**src/rtl/vga_timing_pkg.sv**
```systemverilog
// VGA 640x480@60 timing constants shared by the sync generator and its prescaler.
package vga_timing_pkg;

    // Counter width for both Qh and Qv
    localparam int unsigned CNT_W = 10;

    // Prescaler width for the default divide-by-4 pixel clock
    localparam int unsigned PRESC_W = 2;

    // Default pixel clock divider (100 MHz -> 25 MHz)
    localparam int unsigned DIV_PIXEL_DEF = 4;

    // Horizontal timing in pixels
    localparam int unsigned H_VIS_DEF  = 640;
    localparam int unsigned H_FP_DEF   = 16;
    localparam int unsigned H_SYNC_DEF = 96;
    localparam int unsigned H_BP_DEF   = 48;
    localparam int unsigned H_TOTAL    = H_VIS_DEF + H_FP_DEF + H_SYNC_DEF + H_BP_DEF;

    // Vertical timing in lines
    localparam int unsigned V_VIS_DEF  = 480;
    localparam int unsigned V_FP_DEF   = 10;
    localparam int unsigned V_SYNC_DEF = 2;
    localparam int unsigned V_BP_DEF   = 33;
    localparam int unsigned V_TOTAL    = V_VIS_DEF + V_FP_DEF + V_SYNC_DEF + V_BP_DEF;

    // Sync pulse windows (inclusive)
    localparam int unsigned H_SYNC_START = H_VIS_DEF + H_FP_DEF;
    localparam int unsigned H_SYNC_END   = H_SYNC_START + H_SYNC_DEF - 1;
    localparam int unsigned V_SYNC_START = V_VIS_DEF + V_FP_DEF;
    localparam int unsigned V_SYNC_END   = V_SYNC_START + V_SYNC_DEF - 1;

endpackage

```
**src/rtl/divisor_pixel.sv**
```systemverilog
// Pixel prescaler: counts 0..DIV_PIXEL-1 and strobes pixel_tick on the last count.
module divisor_pixel
    import vga_timing_pkg::*;
#(
    parameter int unsigned DIV_PIXEL = DIV_PIXEL_DEF
) (
    input  logic reloj,
    input  logic resetM,
    output logic pixel_tick
);

    localparam int unsigned PW = (DIV_PIXEL > 1) ? $clog2(DIV_PIXEL) : 1;
    localparam logic [PW-1:0] LAST = PW'(DIV_PIXEL - 1);

    logic [PW-1:0] presc_q;

    // Prescaler register, wraps on equality with the last count
    always_ff @(posedge reloj or posedge resetM) begin
        if (resetM) begin
            presc_q <= '0;
        end else if (presc_q == LAST) begin
            presc_q <= '0;
        end else begin
            presc_q <= presc_q + PW'(1);
        end
    end

    // Strobe decodes the registered count, so it is low throughout reset
    always_comb begin
        pixel_tick = (presc_q == LAST);
    end

endmodule

```
**src/rtl/generador_sync_vga.sv**
```systemverilog
// VGA sync generator: pixel/line counters with registered, zero-skew sync decode.
// Optional end-of-frame pulse on fin_cuadro when GENSYNC_FRAME_TICK_EN is defined.
module generador_sync_vga
    import vga_timing_pkg::*;
#(
    parameter int unsigned DIV_PIXEL = DIV_PIXEL_DEF,
    parameter int unsigned H_VIS     = H_VIS_DEF,
    parameter int unsigned H_FP      = H_FP_DEF,
    parameter int unsigned H_SYNC    = H_SYNC_DEF,
    parameter int unsigned H_BP      = H_BP_DEF,
    parameter int unsigned V_VIS     = V_VIS_DEF,
    parameter int unsigned V_FP      = V_FP_DEF,
    parameter int unsigned V_SYNC    = V_SYNC_DEF,
    parameter int unsigned V_BP      = V_BP_DEF
) (
    input  logic             reloj,
    input  logic             resetM,
    output logic [CNT_W-1:0] Qh,
    output logic [CNT_W-1:0] Qv,
    output logic             pixel_tick,
    output logic             hsync,
    output logic             vsync,
    output logic             video_on
`ifdef GENSYNC_FRAME_TICK_EN
    ,
    output logic             fin_cuadro
`endif
);

    localparam logic [CNT_W-1:0] H_LAST   = CNT_W'(H_VIS + H_FP + H_SYNC + H_BP - 1);
    localparam logic [CNT_W-1:0] V_LAST   = CNT_W'(V_VIS + V_FP + V_SYNC + V_BP - 1);
    localparam logic [CNT_W-1:0] H_VIS_C  = CNT_W'(H_VIS);
    localparam logic [CNT_W-1:0] V_VIS_C  = CNT_W'(V_VIS);
    localparam logic [CNT_W-1:0] HS_FIRST = CNT_W'(H_VIS + H_FP);
    localparam logic [CNT_W-1:0] HS_LAST  = CNT_W'(H_VIS + H_FP + H_SYNC - 1);
    localparam logic [CNT_W-1:0] VS_FIRST = CNT_W'(V_VIS + V_FP);
    localparam logic [CNT_W-1:0] VS_LAST  = CNT_W'(V_VIS + V_FP + V_SYNC - 1);

    logic [CNT_W-1:0] qh_q, qh_d;
    logic [CNT_W-1:0] qv_q, qv_d;
    logic             hsync_q, hsync_d;
    logic             vsync_q, vsync_d;
    logic             video_on_q, video_on_d;
    logic             tick;

    divisor_pixel #(
        .DIV_PIXEL (DIV_PIXEL)
    ) u_divisor_pixel (
        .reloj      (reloj),
        .resetM     (resetM),
        .pixel_tick (tick)
    );

    // Next counter values; sync/blank decode the *next* values so they land with the counters
    always_comb begin
        qh_d = qh_q;
        qv_d = qv_q;
        if (qh_q == H_LAST) begin
            qh_d = '0;
            if (qv_q == V_LAST) begin
                qv_d = '0;
            end else begin
                qv_d = qv_q + CNT_W'(1);
            end
        end else begin
            qh_d = qh_q + CNT_W'(1);
        end
        hsync_d    = !((qh_d >= HS_FIRST) && (qh_d <= HS_LAST));
        vsync_d    = !((qv_d >= VS_FIRST) && (qv_d <= VS_LAST));
        video_on_d = (qh_d < H_VIS_C) && (qv_d < V_VIS_C);
    end

    // Counters and decoded outputs advance only on pixel ticks
    always_ff @(posedge reloj or posedge resetM) begin
        if (resetM) begin
            qh_q       <= '0;
            qv_q       <= '0;
            hsync_q    <= 1'b1;
            vsync_q    <= 1'b1;
            video_on_q <= 1'b0;
        end else if (tick) begin
            qh_q       <= qh_d;
            qv_q       <= qv_d;
            hsync_q    <= hsync_d;
            vsync_q    <= vsync_d;
            video_on_q <= video_on_d;
        end
    end

`ifdef GENSYNC_FRAME_TICK_EN
    logic frame_wrap;
    logic fin_cuadro_q;

    // Wrap of the last pixel of the last line
    always_comb begin
        frame_wrap = tick && (qh_q == H_LAST) && (qv_q == V_LAST);
    end

    // One-cycle pulse aligned with the (0,0) counter update
    always_ff @(posedge reloj or posedge resetM) begin
        if (resetM) begin
            fin_cuadro_q <= 1'b0;
        end else begin
            fin_cuadro_q <= frame_wrap;
        end
    end

    // Registered end-of-frame pulse onto its port
    always_comb begin
        fin_cuadro = fin_cuadro_q;
    end
`endif

    // Output drive
    always_comb begin
        Qh         = qh_q;
        Qv         = qv_q;
        pixel_tick = tick;
        hsync      = hsync_q;
        vsync      = vsync_q;
        video_on   = video_on_q;
    end

endmodule

```
**config.mk**
```make
export PLATFORM = sky130hd
export DESIGN_NAME = generador_sync_vga
export DESIGN_NICKNAME = d
export VERILOG_FILES = /design/src/rtl/vga_timing_pkg.sv /design/src/rtl/divisor_pixel.sv /design/src/rtl/generador_sync_vga.sv
export SDC_FILE = /design/constraint.sdc
export NUM_CORES = 1
export LEC_CHECK = 0
export CELL_PAD_IN_SITES_DETAIL_PLACEMENT = 1
export CELL_PAD_IN_SITES_GLOBAL_PLACEMENT = 2
export CORE_AREA = 2 2 71 73
export CTS_CLUSTER_DIAMETER = 150
export DETAILED_ROUTE_END_ITERATION = 8
export DIE_AREA = 0 0 73 75
export PLACE_DENSITY_LB_ADDON = 0.12
export RECOVER_POWER = 50
export SLEW_MARGIN = 20
export SYNTH_ARGS = -nofsm -noshare
export SYNTH_HDL_FRONTEND = slang
export SYNTH_SLANG_ARGS = --single-unit
export TNS_END_PERCENT = 1
```
**constraint.sdc**
```tcl
create_clock -name reloj -period 4.7 [get_ports reloj]
set_input_delay 0.94 -clock reloj [delete_from_list [all_inputs] [get_ports reloj]]
set_output_delay 0.94 -clock reloj [all_outputs]
set_load 0.02 [all_outputs]
```
==> impl_metrics.ini <==
[global_routing]
grt_first_pass_wirelength_microns = 6890
grt_pass1_vias = 1403
grt.total_usage_pct = 16.1
grt.overflow.total = 0
antenna_found_initial = 0
grt_max_degree = 26

[floorplanning]
rows = 25
initial_utilization_pct = 34.3
io_pins = 26
die-width_microns = 73
die_area_sq_um = 5480
die_h_microns = 75
core-area_sq_um = 4660

[timing]
hold_viol = 0
setup_tns_ps = 0
finClkSkew_ps = 2.66
setup_viol = 0
hold_ws_ps = 441
finalCriticalPeriod_ps = 2500
tightestPinTransition_ps = 1010
fmax_mhz = 400
final.period_utilization_pct = 53.3
rsz0062_at_grt = false
max_slew_margin_pct = 32.4
finalMaxSlewViolations = 0

[synthesis]
synth_top_area_cell = dfrtp_1
synth_edf_count = 0
async_flop_share_pct = 100
syn_area_sq_um = 1600
ys_warn_count = 0
ys_seq_elements = 25
yosysUniqueCellTypes = 45
yosysSeqAreaShare_pct = 39.3
syn_area_per_cell_sq_um = 9.29
syn_nets = 179
ys.flop_type = dfrtp_1
yosys-top-cells-area = dfrtp_1, xnor2_1, o21ai_0
synth_top_area_share_pct = 36.0
netlist_instances = 172

[worst_setup_path]
critical-path-top-delay-family = buffers and inverters
slowest_stage = clkdlybuf4s50_1
criticalPathCategory = reg2out
cp-end-kind = output pin
arrival_ps = 1560
slowest_delay_ps = 690
cp.buffers_inverters = 1
crit_path_start_kind = flip-flop
crit_chain = clkdlybuf4s50_1
required_ps = 3760
cp_max_fo = 13

[layout]
area_growth_pct = 17.9
nets = 198
drive_above_1_share_pct = 6.84
final_cell_mix = clkdlybuf4s50_1, dfrtp_1, nand2_1
layout_commonest_cell = clkdlybuf4s50_1
num_antenna_cells = 0
num-fill-cells = 541
stdcell_count = 244
fin_area_sq_um = 1880

[clock_network]
htreeDepth = 1
clkTransAtPathRegs_ps = 90
cts_buffers = 3
cts_resized = 0
clk_path_buf_depth = 2
cts_tree = yes
post-cts-setup-buffer-count = 0
clkLatencyLatePin_ps = 270
clkSinkCount = 25
cts_hold_buffers = 0
clockRootBuffer = clkbuf_8

[min_path]
min_path_type = reg2reg

[drt]
highest_layer = met4
first_pass_iters = 4
drt_wl_total_microns = 3990
met2_length_microns = 2040
routed-via-count = 1357
drcViolationCount = 0
wl_met1_microns = 1820
avgRoutedWirePerCell_microns = 16.3
ant_nets = 0
viasPerCell = 5.56
dr.first_iter.drc_count = 32
wl_met3_microns = 89

[place]
gp_congestion = 0.773
hpwl_microns = 2880
dpl-instance-area_sq_um = 1840
place_inst = 240
io_buffers = 25

[pwr]
max-vdd-ir-drop_mv = 0.0806
p_per_area_nw_per_um2 = 187
p_leak_nw = 0.739

[job]
cap_violations = 0

[run_status]
status = complete, no violations
cell usage after synthesis, types with 3 or more instances:
| cell type | number |
|---|---|
| inv_1 | 8 |
| a21oi_1 | 6 |
| nand2_1 | 17 |
| ha_1 | 5 |
| o21ai_0 | 13 |
| nand4_1 | 4 |
| a31oi_1 | 7 |
| nand3_1 | 9 |
| buf_2 | 5 |
| dfrtp_1 | 23 |
| nand2b_1 | 3 |
| clkbuf_1 | 3 |
| nor2_1 | 15 |
| xnor2_1 | 8 |
| and3_1 | 5 |
| buf_6 | 4 |
cell families after synthesis:
logic type	after synthesis	share of synthesized area, %
DFF	25	39.3
AOI/OAI and AO/OA	42	17.1
muxes	4	2.90
buffers and inverters	20	6.97
xor gates and xnor gates	10	5.48
adders and majority gates	5	3.92
and+or+nand+nor	66	24.4
final cells by class:
| cell class | count | area [sq um] | area share [%] |
|---|---|---|---|
| tap | 54 | 67.6 | 3.59 |
| multi-input combinational | 127 | 858 | 45.6 |
| inverter | 8 | 30.0 | 1.59 |
| timing repair buffer | 26 | 254 | 13.5 |
| sequential | 25 | 628 | 33.4 |
| clock buffer | 4 | 45.0 | 2.39 |
where the power goes:
part | switching, mW | internal (mW)
sequential | 0 | 0.215
combinational | 0.00451 | 0.000618
clock | 0.0714 | 0.0607
metrics by stage:
stage | power [mW] | worst slack (ps) | utilization (%)
after global placement | 0.225 | 2490 | 39.5
after floorplan | 0.222 | 2600 | -
after detailed placement | 0.225 | 2460 | 39.5
final | 0.352 | 2200 | 40.4
after global routing | 0.370 | 2100 | 40.4
after CTS | 0.361 | 2190 | 40.5
metal layers:
layer  vias up  track usage, %
met1       678            20.0
li1        654               -
met4         0            4.32
met3         5            2.41
met2        20            29.2
met5         -               0
flip-flops by register name, summed over array words and instances (netlist names):
name / count
Qh: 10
Qv: 10
u_divisor_pixel.presc_q: 2
hsync: 1
video_on: 1
vsync: 1
path summary, 6_finish.rpt:
check / from / to / slack, ps / depth (start not counted)
max: Qv[2] / Qv[2] / 2200 / 1
min: u_divisor_pixel.presc_q[0] / u_divisor_pixel.presc_q[0] / 440 / 1
max reg2reg: u_divisor_pixel.presc_q[0] / Qv[0] / 2410 / 5
min reg2reg: u_divisor_pixel.presc_q[0] / u_divisor_pixel.presc_q[0] / 440 / 1
max in group asynchronous: resetM / Qv[9] / 3040 / 2
min in group asynchronous: resetM / Qv[4] / 1210 / 2
Note: power is estimated with default switching activity, not from simulation.
==> RTL change 1: new RTL, same settings <==
The package constant `CNT_W` goes from 10 to 20.
--- a/src/rtl/vga_timing_pkg.sv
+++ b/src/rtl/vga_timing_pkg.sv
@@ -2,7 +2,7 @@
 package vga_timing_pkg;
 
     // Counter width for both Qh and Qv
-    localparam int unsigned CNT_W = 10;
+    localparam int unsigned CNT_W = 20;
 
     // Prescaler width for the default divide-by-4 pixel clock
     localparam int unsigned PRESC_W = 2;
Interface: changed (resized Qh and Qv); port bits go from 26 to 46. The function was not compared with the original's and may differ.
==> RTL change 1 against the unedited design <==
The flow now stops in 3_1_place_gp_skip_io; area after synthesis is 95% higher.
==> RTL change 1: results (changes against the unedited design) <==
Logic synthesis
The proportion of register bits with asynchronous set or reset after synthesis was 1.00 (unchanged). The average size of a mapped cell came to 8.36 sq um (-10%). After synthesis, the most frequently instantiated cells are sky130_fd_sc_hd__dfrtp_1 (43), sky130_fd_sc_hd__nand2_1 (37), sky130_fd_sc_hd__o21ai_0 (32), sky130_fd_sc_hd__xnor2_1 (22), sky130_fd_sc_hd__nor2_1 (20). The share of synthesized area occupied by flip-flops and latches is 0.363 (-0.0304). The flip-flop and latch count after synthesis is 45 (+80%).

The synthesis warning total is 0 (unchanged). The total nets after synthesis is 378 (+110%). Among all flip-flop cells after synthesis, the most frequent one is sky130_fd_sc_hd__dfrtp_1. Yosys attributes the largest share of cell area to sky130_fd_sc_hd__dfrtp_1 (35%), sky130_fd_sc_hd__xnor2_1 (6.2%), sky130_fd_sc_hd__o21ai_0 (5.1%). The number of unique standard cell types used by synthesis is 58 (+29%).

Outcome
The first error in the log reads "[ERROR FLW-0024] Place density exceeds 1.0 (current PLACE_DENSITY_LB_ADDON =  0.12). Please check if the value of  PLACE_DENSITY_LB_ADDON is between 0 and 0.99". The run stopped with a tool error. The stage where the flow stopped is 3_1_place_gp_skip_io.

Die
The die span in x is 73 um (unchanged).
==> RTL change 1: cell types whose count changed after synthesis, moves of 7 or more <==
cell	unedited run	this run
sky130_fd_sc_hd__dfrtp_1	23	43
sky130_fd_sc_hd__nand2_1	17	37
sky130_fd_sc_hd__o21ai_0	13	32
sky130_fd_sc_hd__nor3_1	1	15
sky130_fd_sc_hd__xnor2_1	8	22
sky130_fd_sc_hd__clkbuf_1	3	16
sky130_fd_sc_hd__nand3_1	9	19
sky130_fd_sc_hd__nor4_1	0	10
sky130_fd_sc_hd__o31ai_1	1	10
sky130_fd_sc_hd__and3_1	5	13
sky130_fd_sc_hd__nand4_1	4	12
sky130_fd_sc_hd__or3_1	1	9
sky130_fd_sc_hd__inv_1	8	15
==> RTL change 1: cell families after synthesis <==
family	count (synthesis)	synth area share
AO/OA/AOI/OAI	80	0.164
buffers and inverters	41	0.0551
flip-flops	45	0.363
multiplexers	4	0.0133
adder cells (fa/ha/maj)	4	0.0161
AND/OR/NAND/NOR	170	0.310
XOR/XNOR	28	0.0788
==> RTL change 2: new RTL, same settings <==
Made on the original files. Put a register stage on the output `Qv`, cleared by the reset. The value now appears one clock later. The other outputs are not delayed to match.
--- a/src/rtl/generador_sync_vga.sv
+++ b/src/rtl/generador_sync_vga.sv
@@ -35,6 +35,8 @@
     localparam logic [CNT_W-1:0] HS_LAST  = CNT_W'(H_VIS + H_FP + H_SYNC - 1);
     localparam logic [CNT_W-1:0] VS_FIRST = CNT_W'(V_VIS + V_FP);
     localparam logic [CNT_W-1:0] VS_LAST  = CNT_W'(V_VIS + V_FP + V_SYNC - 1);
+
+    logic [CNT_W-1:0] Qv_d;
 
     logic [CNT_W-1:0] qh_q, qh_d;
     logic [CNT_W-1:0] qv_q, qv_d;
@@ -114,12 +116,20 @@
     // Output drive
     always_comb begin
         Qh         = qh_q;
-        Qv         = qv_q;
+        Qv_d       = qv_q;
         pixel_tick = tick;
         hsync      = hsync_q;
         vsync      = vsync_q;
         video_on   = video_on_q;
     end
 
+    always_ff @(posedge reloj or posedge resetM) begin
+        if (resetM) begin
+            Qv <= '0;
+        end else begin
+            Qv <= Qv_d;
+        end
+    end
+
 endmodule
 
Check against the original RTL: same outputs for any inputs over 10 cycles, from zero or initial values and one cycle with resetM high; that may be too few to reach the edited logic, so the function may still have changed.
==> RTL change 2 against the unedited design <==
Clock skew up 4.7 ps; setup slack worse by 400 ps; largest power group unchanged; largest cell class unchanged; the run now ends with max-capacitance violations, max-slew violations left; sequential power up 40%; wire length up 12%; sequential share of layout area up 5.3 points; non-clock buffer count unchanged; power up 67%; design area up 21%; area after synthesis up 20%; sequential cell count up 10.
==> RTL change 2: results (changes against the unedited design) <==
Outcome
The run finished, with violations left. The final reports fail on max-capacitance violations, max-slew violations.

GRT
The global routing usage summed across all routing layers came to 0.182 (+0.0205). The global routing met3 resource utilization is 0.0402 (+0.0161). The met1 usage in global routing is 0.266 (+0.0660). The number of global-route vias before repair is 1,552 (+11%). The wire length of the first global-routing pass came to 7620 um (+11%).

The pin count of the biggest net entering global routing is 36 (+38%).

Power and ir drop
The combinational logic power is 0.00000651 W (+27%). The post-route total power was 0.000589 W (+67%). The internal power component is 0.000473 W (+71%). The largest voltage drop on the vdd net is 196 uV (+140%). The clock group power is 0.000281 W (+110%).

Clock network
The number of buffers created by CTS came to 5 (+2). The source-to-sink clock delay at the later pin of the worst-skew pair is 290 ps (+20 ps). The total number of H-tree levels is 2 (+1).

The clock-pin slew on the worst setup and hold paths is 70 ps (-20 ps).

Worst setup path
The largest driver fanout on the critical path was 19 (+6). The most critical setup path has its startpoint at u_divisor_pixel.presc_q[0]. The worst register-to-register path begins at Qh[0].

The data arrival time of the critical path is 1960 ps (+400 ps).

Flow run
The max-cap check violation count is 1 (+1).

Logic synthesis
After synthesis, the most frequently instantiated cells are sky130_fd_sc_hd__dfrtp_1 (33), sky130_fd_sc_hd__nand2_1 (22), sky130_fd_sc_hd__o21ai_0 (19), sky130_fd_sc_hd__nor2_1 (12), sky130_fd_sc_hd__nand3_1 (11). The number of unique standard cell types used by synthesis came to 51 (+13%). By area the synthesized netlist is led by sky130_fd_sc_hd__dfrtp_1 (43%), sky130_fd_sc_hd__o21ai_0 (5.0%), sky130_fd_sc_hd__nand2_1 (4.3%). The top-area cell type share of the netlist area is 0.431 (+0.0712).

STA
The worst clock skew is 7.36 ps (+4.71 ps). The slew at the pin with the worst max-slew slack was 1850 ps (+832 ps). The count of final max-slew check failures was 36 (+36).

Routing
The routed via count divided by cell count is 5.59 (+0.57%). The total wirelength of the detailed-routed design is 4460 um (+12%). The first-iteration detailed-routing DRC count was 60 (+88%).

Layout
The filler cell count in the final layout is 534 (-1.3%). The fraction of final layout cells with drive strength greater than 1 was 0.100 (+0.0320).

Placement
The area after detailed placement is 0.00216 sq mm (+17%). The sum of net half-perimeters after detailed placement was 3150 um (+9.2%). The final weighted congestion in routability-driven placement came to 0.805 (+4.1%).
==> RTL change 2: per-layer routing <==
layer  part of all wire  vias to the layer above
met4              0.013                        0
met1               0.51                      742
met3              0.041                        6
met2               0.44                       29
li1                   -                      750
met5                  0                        -
==> RTL change 2: logic make-up after synthesis <==
logic type | after synthesis | synth area share
compound gates | 46 | 0.156
mux | 4 | 0.0229
simple gates | 80 | 0.235
fa+ha+maj | 5 | 0.0327
xor+xnor | 9 | 0.0412
flops | 35 | 0.459
buf+inv | 20 | 0.0542
==> RTL change 2: layout make-up <==
class	count	area, sq um	share of cell area
clock buffer	6	82.6	0.0363
clock inverter	2	35.0	0.0154
inverter	6	22.5	0.00991
multi-input combinational	144	932	0.410
sequential	35	878	0.387
tap	54	67.6	0.0297
timing repair buffer	26	254	0.112
==> RTL change 2: how the worst max path moves through the flow <==
stage,endpoint,slack (ps),depth (start not counted)
floorplan,vsync,2430,9
global placement,pixel_tick,2130,2
detailed placement,pixel_tick,2110,2
CTS,pixel_tick,1800,2
global route,Qh[7],1520,3
finish,pixel_tick,1800,2
==> RTL change 2: per-stage QoR <==
step                       util  std cells
final                     0.488        273
after global routing      0.488        273
after CTS                 0.488        273
after detailed placement  0.463        265
after global placement    0.463        265
after floorplan               -        199
==> RTL change 2: critical path, cell delays in order (launching register included) <==
cell and delay [ps]:
sky130_fd_sc_hd__dfrtp_1 360, sky130_fd_sc_hd__ha_1 590, sky130_fd_sc_hd__clkdlybuf4s50_1 730
